[src/rtl/wt_dcache_reuse_pred_pkg.sv]
// rtl/wt_dcache_reuse_pred_pkg.sv - shared types and constants for the dcache reuse predictor
package wt_dcache_reuse_pred_pkg;

  localparam int DCACHE_NUM_WORDS = 16;
  localparam int DCACHE_SET_ASSOC = 4;
  localparam int SIG_W            = 6;

  typedef logic [1:0] shct_ctr_t;

  typedef struct packed {
    logic             valid;
    logic             reused;
    logic [SIG_W-1:0] sig;
  } line_meta_t;

  typedef enum logic {IDLE, PEND} pred_state_e;

  localparam shct_ctr_t PRED_DEAD    = 2'b00;
  localparam shct_ctr_t PRED_DEFAULT = 2'b01;

endpackage

[src/rtl/wt_dcache_reuse_pred_shct.sv]
// rtl/wt_dcache_reuse_pred_shct.sv - signature history counter table with saturating inc/dec
module wt_dcache_reuse_pred_shct
  import wt_dcache_reuse_pred_pkg::*;
#(
  parameter int SIG_WIDTH = SIG_W
) (
  input  logic                 clk_i,
  input  logic                 rst_i,
  input  logic [SIG_WIDTH-1:0] rd_sig_i,
  output shct_ctr_t            rd_data_o,
  input  logic                 inc_en_i,
  input  logic [SIG_WIDTH-1:0] inc_sig_i,
  input  logic                 dec_en_i,
  input  logic [SIG_WIDTH-1:0] dec_sig_i
);

  localparam int N = 2**SIG_WIDTH;

  shct_ctr_t ctr_q [N];
  shct_ctr_t ctr_d [N];

  // inc and dec on one entry cancel out
  always_comb begin
    for (int i = 0; i < N; i++) begin
      ctr_d[i] = ctr_q[i];
      if (inc_en_i && inc_sig_i == SIG_WIDTH'(i) &&
          !(dec_en_i && dec_sig_i == SIG_WIDTH'(i))) begin
        if (ctr_q[i] != 2'b11) ctr_d[i] = ctr_q[i] + 2'b01;
      end else if (dec_en_i && dec_sig_i == SIG_WIDTH'(i) &&
                   !(inc_en_i && inc_sig_i == SIG_WIDTH'(i))) begin
        if (ctr_q[i] != 2'b00) ctr_d[i] = ctr_q[i] - 2'b01;
      end
    end
  end

  // read returns the post-update value so a same-cycle capture sees training
  assign rd_data_o = ctr_d[rd_sig_i];

  always_ff @(posedge clk_i or posedge rst_i) begin
    if (rst_i) begin
      for (int i = 0; i < N; i++) ctr_q[i] <= PRED_DEFAULT;
    end else begin
      for (int i = 0; i < N; i++) ctr_q[i] <= ctr_d[i];
    end
  end

endmodule

[src/rtl/wt_dcache_reuse_pred.sv]
// rtl/wt_dcache_reuse_pred.sv - signature reuse predictor driving PLRU insertion position
module wt_dcache_reuse_pred
  import wt_dcache_reuse_pred_pkg::*;
#(
  parameter int SIG_WIDTH = SIG_W,
  parameter int NUM_SETS  = DCACHE_NUM_WORDS,
  parameter int NUM_WAYS  = DCACHE_SET_ASSOC,
  parameter int PC_WIDTH  = 64
) (
  input  logic                        clk_i,
  input  logic                        rst_i,
  input  logic                        flush_i,
  input  logic                        pred_en_i,
  input  logic                        miss_req_i,
  input  logic [PC_WIDTH-1:0]         miss_pc_i,
  output logic                        miss_req_ready_o,
  input  logic                        refill_i,
  input  logic [$clog2(NUM_SETS)-1:0] refill_idx_i,
  input  logic [$clog2(NUM_WAYS)-1:0] refill_way_i,
  input  logic                        hit_i,
  input  logic [$clog2(NUM_SETS)-1:0] hit_idx_i,
  input  logic [$clog2(NUM_WAYS)-1:0] hit_way_i,
  output logic [1:0]                  pred_result_o
);

  pred_state_e           state_q;
  shct_ctr_t             pred_q;
  shct_ctr_t             shct_rd;
  logic [SIG_WIDTH-1:0]  sig, sig_q;
  line_meta_t            meta_q [NUM_SETS][NUM_WAYS];
  line_meta_t            hit_meta, vic_meta;
  logic                  hit_train, dead_train;
  logic                  unused_pc;

  assign sig = miss_pc_i[SIG_WIDTH+1:2] ^ miss_pc_i[2*SIG_WIDTH+1:SIG_WIDTH+2];
  assign unused_pc = ^{miss_pc_i[PC_WIDTH-1:2*SIG_WIDTH+2], miss_pc_i[1:0]};

  assign hit_meta   = meta_q[hit_idx_i][hit_way_i];
  assign vic_meta   = meta_q[refill_idx_i][refill_way_i];
  assign hit_train  = pred_en_i && !flush_i && hit_i && hit_meta.valid && !hit_meta.reused;
  assign dead_train = pred_en_i && !flush_i && refill_i && state_q == PEND &&
                      vic_meta.valid && !vic_meta.reused;

  wt_dcache_reuse_pred_shct #(.SIG_WIDTH(SIG_WIDTH)) i_shct (
    .clk_i     (clk_i),
    .rst_i     (rst_i),
    .rd_sig_i  (sig),
    .rd_data_o (shct_rd),
    .inc_en_i  (hit_train),
    .inc_sig_i (hit_meta.sig),
    .dec_en_i  (dead_train),
    .dec_sig_i (vic_meta.sig)
  );

  assign miss_req_ready_o = (state_q == IDLE);
  assign pred_result_o    = !pred_en_i ? 2'b11 : (state_q == PEND ? pred_q : PRED_DEFAULT);

  always_ff @(posedge clk_i or posedge rst_i) begin
    if (rst_i) begin
      state_q <= IDLE;
      pred_q  <= PRED_DEFAULT;
      sig_q   <= '0;
      for (int s = 0; s < NUM_SETS; s++)
        for (int w = 0; w < NUM_WAYS; w++) meta_q[s][w] <= '0;
    end else if (flush_i) begin
      state_q <= IDLE;
      pred_q  <= PRED_DEFAULT;
      for (int s = 0; s < NUM_SETS; s++)
        for (int w = 0; w < NUM_WAYS; w++) meta_q[s][w] <= '0;
    end else begin
      if (hit_train) meta_q[hit_idx_i][hit_way_i].reused <= 1'b1;
      // refill is ordered after hit so it owns a shared slot
      if (refill_i) begin
        if (state_q == PEND) meta_q[refill_idx_i][refill_way_i] <= '{valid: 1'b1, reused: 1'b0, sig: sig_q};
        else                 meta_q[refill_idx_i][refill_way_i] <= '0;
      end
      case (state_q)
        IDLE: if (miss_req_i) begin
          state_q <= PEND;
          sig_q   <= sig;
          pred_q  <= shct_rd;
        end
        PEND: if (refill_i) state_q <= IDLE;
        default: state_q <= IDLE;
      endcase
    end
  end

endmodule
[config.mk]
export PLATFORM = sky130hd
export DESIGN_NAME = wt_dcache_reuse_pred
export DESIGN_NICKNAME = d
export VERILOG_FILES = /design/src/rtl/wt_dcache_reuse_pred_pkg.sv /design/src/rtl/wt_dcache_reuse_pred_shct.sv /design/src/rtl/wt_dcache_reuse_pred.sv
export SDC_FILE = /design/constraint.sdc
export NUM_CORES = 2
export LEC_CHECK = 0
export CORE_ASPECT_RATIO = 0.8
export CORE_MARGIN = 8
export CORE_UTILIZATION = 59
export DETAILED_ROUTE_END_ITERATION = 12
export PLACE_DENSITY = 0.76
export SETUP_SLACK_MARGIN = 0.15
export SKIP_CTS_REPAIR_TIMING = 1
export SLEW_MARGIN = 10
export SYNTH_ARGS = -nofsm -noshare
export SYNTH_HDL_FRONTEND = slang
export SYNTH_HIERARCHICAL = 1
export SYNTH_SLANG_ARGS = --single-unit
export TNS_END_PERCENT = 20
[constraint.sdc]
create_clock -name clk_i -period 22.7 [get_ports clk_i]
set_input_delay 3.405 -clock clk_i [delete_from_list [all_inputs] [get_ports clk_i]]
set_output_delay 3.405 -clock clk_i [all_outputs]
set_load 0.01 [all_outputs]
; ---- Yosys cells after proc, flatten, opt, wreduce, memory -nomap -nowiden
; Cells that the tools add are included.
[totals]
regBits = 649
latchBits = 0
mem_bits_rw = 0
romBits = 0
out_inout_bits = 3
wordCells = 1360
n_memories = 0
[classes]
addsub = 128
mul = 0
n_div = 0
order_cmp = 9
n_eq_ne = 191
shifts = 0
mux = 295
bitwise = 10
n_reduce_logical = 468
[ops]
columns = operator, n
row1 = $mux W512, 5
row2 = $bwmux W512, 2
row3 = $mux W2, 263
row4 = $and A512 B512 Y512, 1
row5 = $not A512 Y512, 1
row6 = $eq A6 B6 Y1 const B, 64
row7 = $logic_and A1 B1 Y1, 268
row8 = $bmux W32 S4, 2
row9 = $demux W32 S4, 2
row10 = $eq A6 B5 Y1 const B, 32
row11 = $mux W32, 6
row12 = $logic_not A1 Y1, 131
row13 = $ne A2 B2 Y1 const B, 65
row14 = $reduce_bool A2 Y1, 65
row15 = $add A2 B1 Y2 const B, 64
row16 = $sub A2 B1 Y2 const B, 64
row17 = $eq A6 B4 Y1 const B, 16
row18 = $eq A6 B3 Y1 const B, 8
row19 = $mux W8, 5
row20 = $bmux W8 S2, 2
row21 = $demux W8 S2, 2
row22 = $eq A6 B2 Y1 const B, 4
row23 = $bmux W2 S6, 1
row24 = $eq A6 B1 Y1 const B, 2
row25 = other kinds (16), 26

; ---- Logic depth before layout (Yosys ltp)
[logic_depth]
depth_word = 20
ltp_mapped = 25
ltp_nobuf = 17

; ---- Cells and area by module
; Netlist, hierarchy kept.
[by_module_without_submodules]
columns = mod, instances, cells_per_inst, area_each_um2, seq_area_each_um2
row1 = wt_dcache_reuse_pred, 1, 2052, 27705.3, 13038.8
row2 = wt_dcache_reuse_pred_shct, 1, 1061, 9537.9, 3283.1

; ---- Least setup slack after synthesis
; No wires, ideal clock.
[synth_path]
path_type = input -> register
start = input hit_idx_i[0]
end = register pred_q[0]
setup_ns = 0.084
t_arrival_ns = 7.834
required_time_ns = 22.616
setup_slack_ns = 14.781
path_stages = 19
path_buffers = 4
path_cell_list = buf_2 > buf_4 > buf_1 > mux4_2 > mux4_2 > a22oi_1 > nand2_1 > or4b_1 > buf_2 > a211oi_4 > nor3b_1 > a221o_1 > mux2_2 > a221oi_2 > and4b_1 > o21ai_1 > a22o_1 > nand2_1 > nand3b_1
[synth_rtl]
columns = element, line_no
row1 = start: declaration, wt_dcache_reuse_pred.sv:21  ; input logic [$clog2(NUM_SETS)-1:0] hit_idx_i,
row2 = end signal: assignment, wt_dcache_reuse_pred.sv:81  ; pred_q <= shct_rd;
row3 = end: declaration, wt_dcache_reuse_pred.sv:27  ; shct_ctr_t pred_q;

==> metrics.csv <==
metric,value,unit
power_density,65.3,nW/um^2
gp_congestion,1.07,
synth_nets,3196,
synth_seq_cells,649,
vdd_ir_drop_max,0.0735,mV
internal-power,1.92,mW
worstPathCellList,buf_8 > buf_4 > buf_4 > mux4_2 > mux4_2 > a22oi_1 > nand2_1 > and3b_1 > o211ai_1 > nor3b_1 > a221o_1 > mux2i_1 > o22ai_1 > a2111oi_2 > o32ai_1 > a22o_1 > nand2_1 > nand3b_1,
die_width,297,um
slew_violations,0,
arrival,11.23,ns
clk_pin_slew,0.06,ns
crit_path_end_kind,flip-flop,
synthArstFlopShare,1.00,
antenna_cells,0,
grt_max_degree,171,
synth_ff_type,dfrtp_1,
htree_levels,3,
p_seq_frac,0.443,
die_area,71500,sq um
rows,82,
cts_buffer_depth,3,
slew_headroom,0.123,
place_area,38000,sq um
min_path_type,flip-flop to flip-flop,
required,23.24,ns
route.detailed.drc,0,
vias,31100,
route.antenna.remaining_nets,0,
nets,3111,
p_leak,17.2,nW
drive_above_1_share,0.204,
path_class,primary input to flip-flop,
skew,0.0308,ns
critPathLaunchType,primary input,
fin_cells,3923,
period_share,0.471,
cts_tree,yes,
initial_utilization,0.595,
worst-path-max-fanout,52,
share_comb_of_total_power,0.107,
rsz0062_at_grt,false,
p_sw,0.718,mW
period_minus_slack,10.69,ns
post_drt_wl_per_cell,32.4,um
antenna_found_initial,3,
cts_buffers,68,
syn2layout_area_growth,8.23,%
hpwl,83500,um
yosysTopAreaCellShare,0.392,
yosysWarnings,6,
grtUsageTotal,0.349,
cts.sinks,649,
setup_tns,0,ns
synth.distinct_cells,101,
drt_iter0_drc,4632,
setup_viol,0,
crit_path_top_delay_cell,and3b_1,
dp_cells,3798,
port_buffers,33,
final_area,40300,sq um
cts-root-buf,clkbuf_16,
status,"complete, no violations",
synth-edff-count,0,
p_clk_frac,0.449,
chipHeight,241,um
critPathMaxStageDelay,1.13,ns
switching_share,0.273,
grt-ovfl-total,0,
design.core.area,62600,sq um
ys_seq_area_frac,0.438,
routed_via_density,7.93,
totalWireLength,127000,um
grt_pass1_wl,191000,um
tightestPinTransition,1.31,ns
fmax,0.0936,GHz
hold_violations,0,
yosys-top-cells-area,"dfrtp_1 39%, mux4_2 17%, a22o_1 9.4%",
synth_largest_area_cell,dfrtp_1,
clk_latency,0.62,ns
dr.pass1.iters,7,
avgSynthCellArea,12.0,sq um
max_cap_violations,0,
first_global_vias,30600,
synth.cell_area,37200,sq um
syn_inst,3113,
io_pins,86,
finalPower,2.63,mW
-- kinds of logic after synthesis --
family	Yosys count	synth area share
muxes	368	0.195
DFF	649	0.438
and+or+nand+nor	643	0.0956
AOI/OAI and AO/OA	1118	0.230
xor gates and xnor gates	7	0.00165
buffers and inverters	328	0.0394
-- registers in the layout, indices dropped and copies added (netlist names) --
register,count
i_shct/ctr_q,128
meta_q,512
pred_q,2
sig_q,6
state_q,1
-- layout by cell type, fill, tap and decap left out, drive strengths merged, types with 10 or more instances in the layout --
cell type      count
nand3             69
mux2i             68
mux4             286
a21o              73
dfstp             65
a221oi            18
and4bb            10
nand2            148
clkdlybuf4s50     24
o41ai             12
a22o             398
nor3              54
nor3b             14
clkbuf           102
a211oi            83
o21a              11
o211ai            69
nor2b             36
nor2             178
or4b              15
a22oi             57
a31oi             19
clkinv            10
o31ai             14
inv               91
o21ai            114
and3              15
mux2              14
dfrtp            584
nand2b            12
o221ai            15
nand4bb           12
buf               64
a21oi            175
-- through the flow --
stage	util	worst slack [ns]	hold WS, ns
floorplan	-	4.74	0.460
global placement	0.607	11.79	0.468
detailed placement	0.607	11.68	0.482
CTS	0.644	12.31	0.493
global route	0.644	11.72	0.513
finish	0.644	12.01	0.491
-- cell usage after synthesis (9+ instances only) --
cell type    n
dfrtp_1    584
a22o_1     398
mux4_2     286
nor2_1     177
a21oi_1    175
nand2_1    148
clkbuf_1   126
o21ai_0    104
inv_1       84
a21o_1      73
a211oi_1    69
mux2i_1     68
nand3_1     68
dfstp_2     65
o211ai_1    64
buf_2       62
a22oi_1     57
nor3_1      54
nor2b_1     36
buf_1       27
a31oi_1     19
a221oi_1    15
and3_1      15
buf_4       15
mux2_2      14
o221ai_1    14
o31ai_1     14
a211oi_2    12
buf_6       12
nand2b_1    12
nor3b_1     12
nand4bb_1   11
o21a_1      11
o21ai_1     10
nand4_1      9
or4b_1       9
-- power by group through the flow --
stage / logic, mW / registers (mW) / clock network, mW
global placement: 0.267 / 1.19 / 0
finish: 0.283 / 1.17 / 1.18
detailed placement: 0.272 / 1.19 / 0
CTS: 0.272 / 1.17 / 1.19
global route: 0.290 / 1.17 / 1.24
floorplan: 0.175 / 1.19 / 0
-- critical path: cells and delay by family --
family,cells,cell delay [ns]
AO/OA/AOI/OAI,7,2.26
buffers and inverters,3,2.14
AND/OR/NAND/NOR,5,1.90
multiplexers,3,1.33
-- layout make-up --
| class | count | area, sq um |
|---|---|---|
| Inverter | 85 | 329 |
| Multi-Input combinational cell | 2136 | 19500 |
| Tap cell | 840 | 1050 |
| Sequential cell | 649 | 16300 |
| Fill cell | 4598 | 22300 |
| Timing Repair Buffer | 88 | 739 |
| Clock inverter | 23 | 305 |
| Clock buffer | 102 | 2030 |
-- layer usage --
| metal | track usage | share of wire | vias up |
|---|---|---|---|
| met5 | 0 | 0.00031 | - |
| met4 | 0.156 | 0.053 | 6 |
| met3 | 0.142 | 0.16 | 522 |
| met2 | 0.494 | 0.42 | 2541 |
| met1 | 0.472 | 0.37 | 15800 |
| li1 | - | - | 12300 |
-- path summary, 6_finish.rpt --
kind                       slack, ns  cells past startpoint                to             from
setup / recovery               12.01                     18         pred_q[0]  refill_idx_i[0]
hold / removal                  0.49                      2         pred_q[0]        pred_q[0]
setup reg to reg               16.56                     16         pred_q[1]       meta_q[62]
hold reg to reg                 0.49                      2         pred_q[0]        pred_q[0]
max in group asynchronous      16.77                      4       meta_q[454]            rst_i
min in group asynchronous       3.45                      2  i_shct/ctr_q[17]            rst_i
No activity file was read; power rests on OpenSTA's default activity.
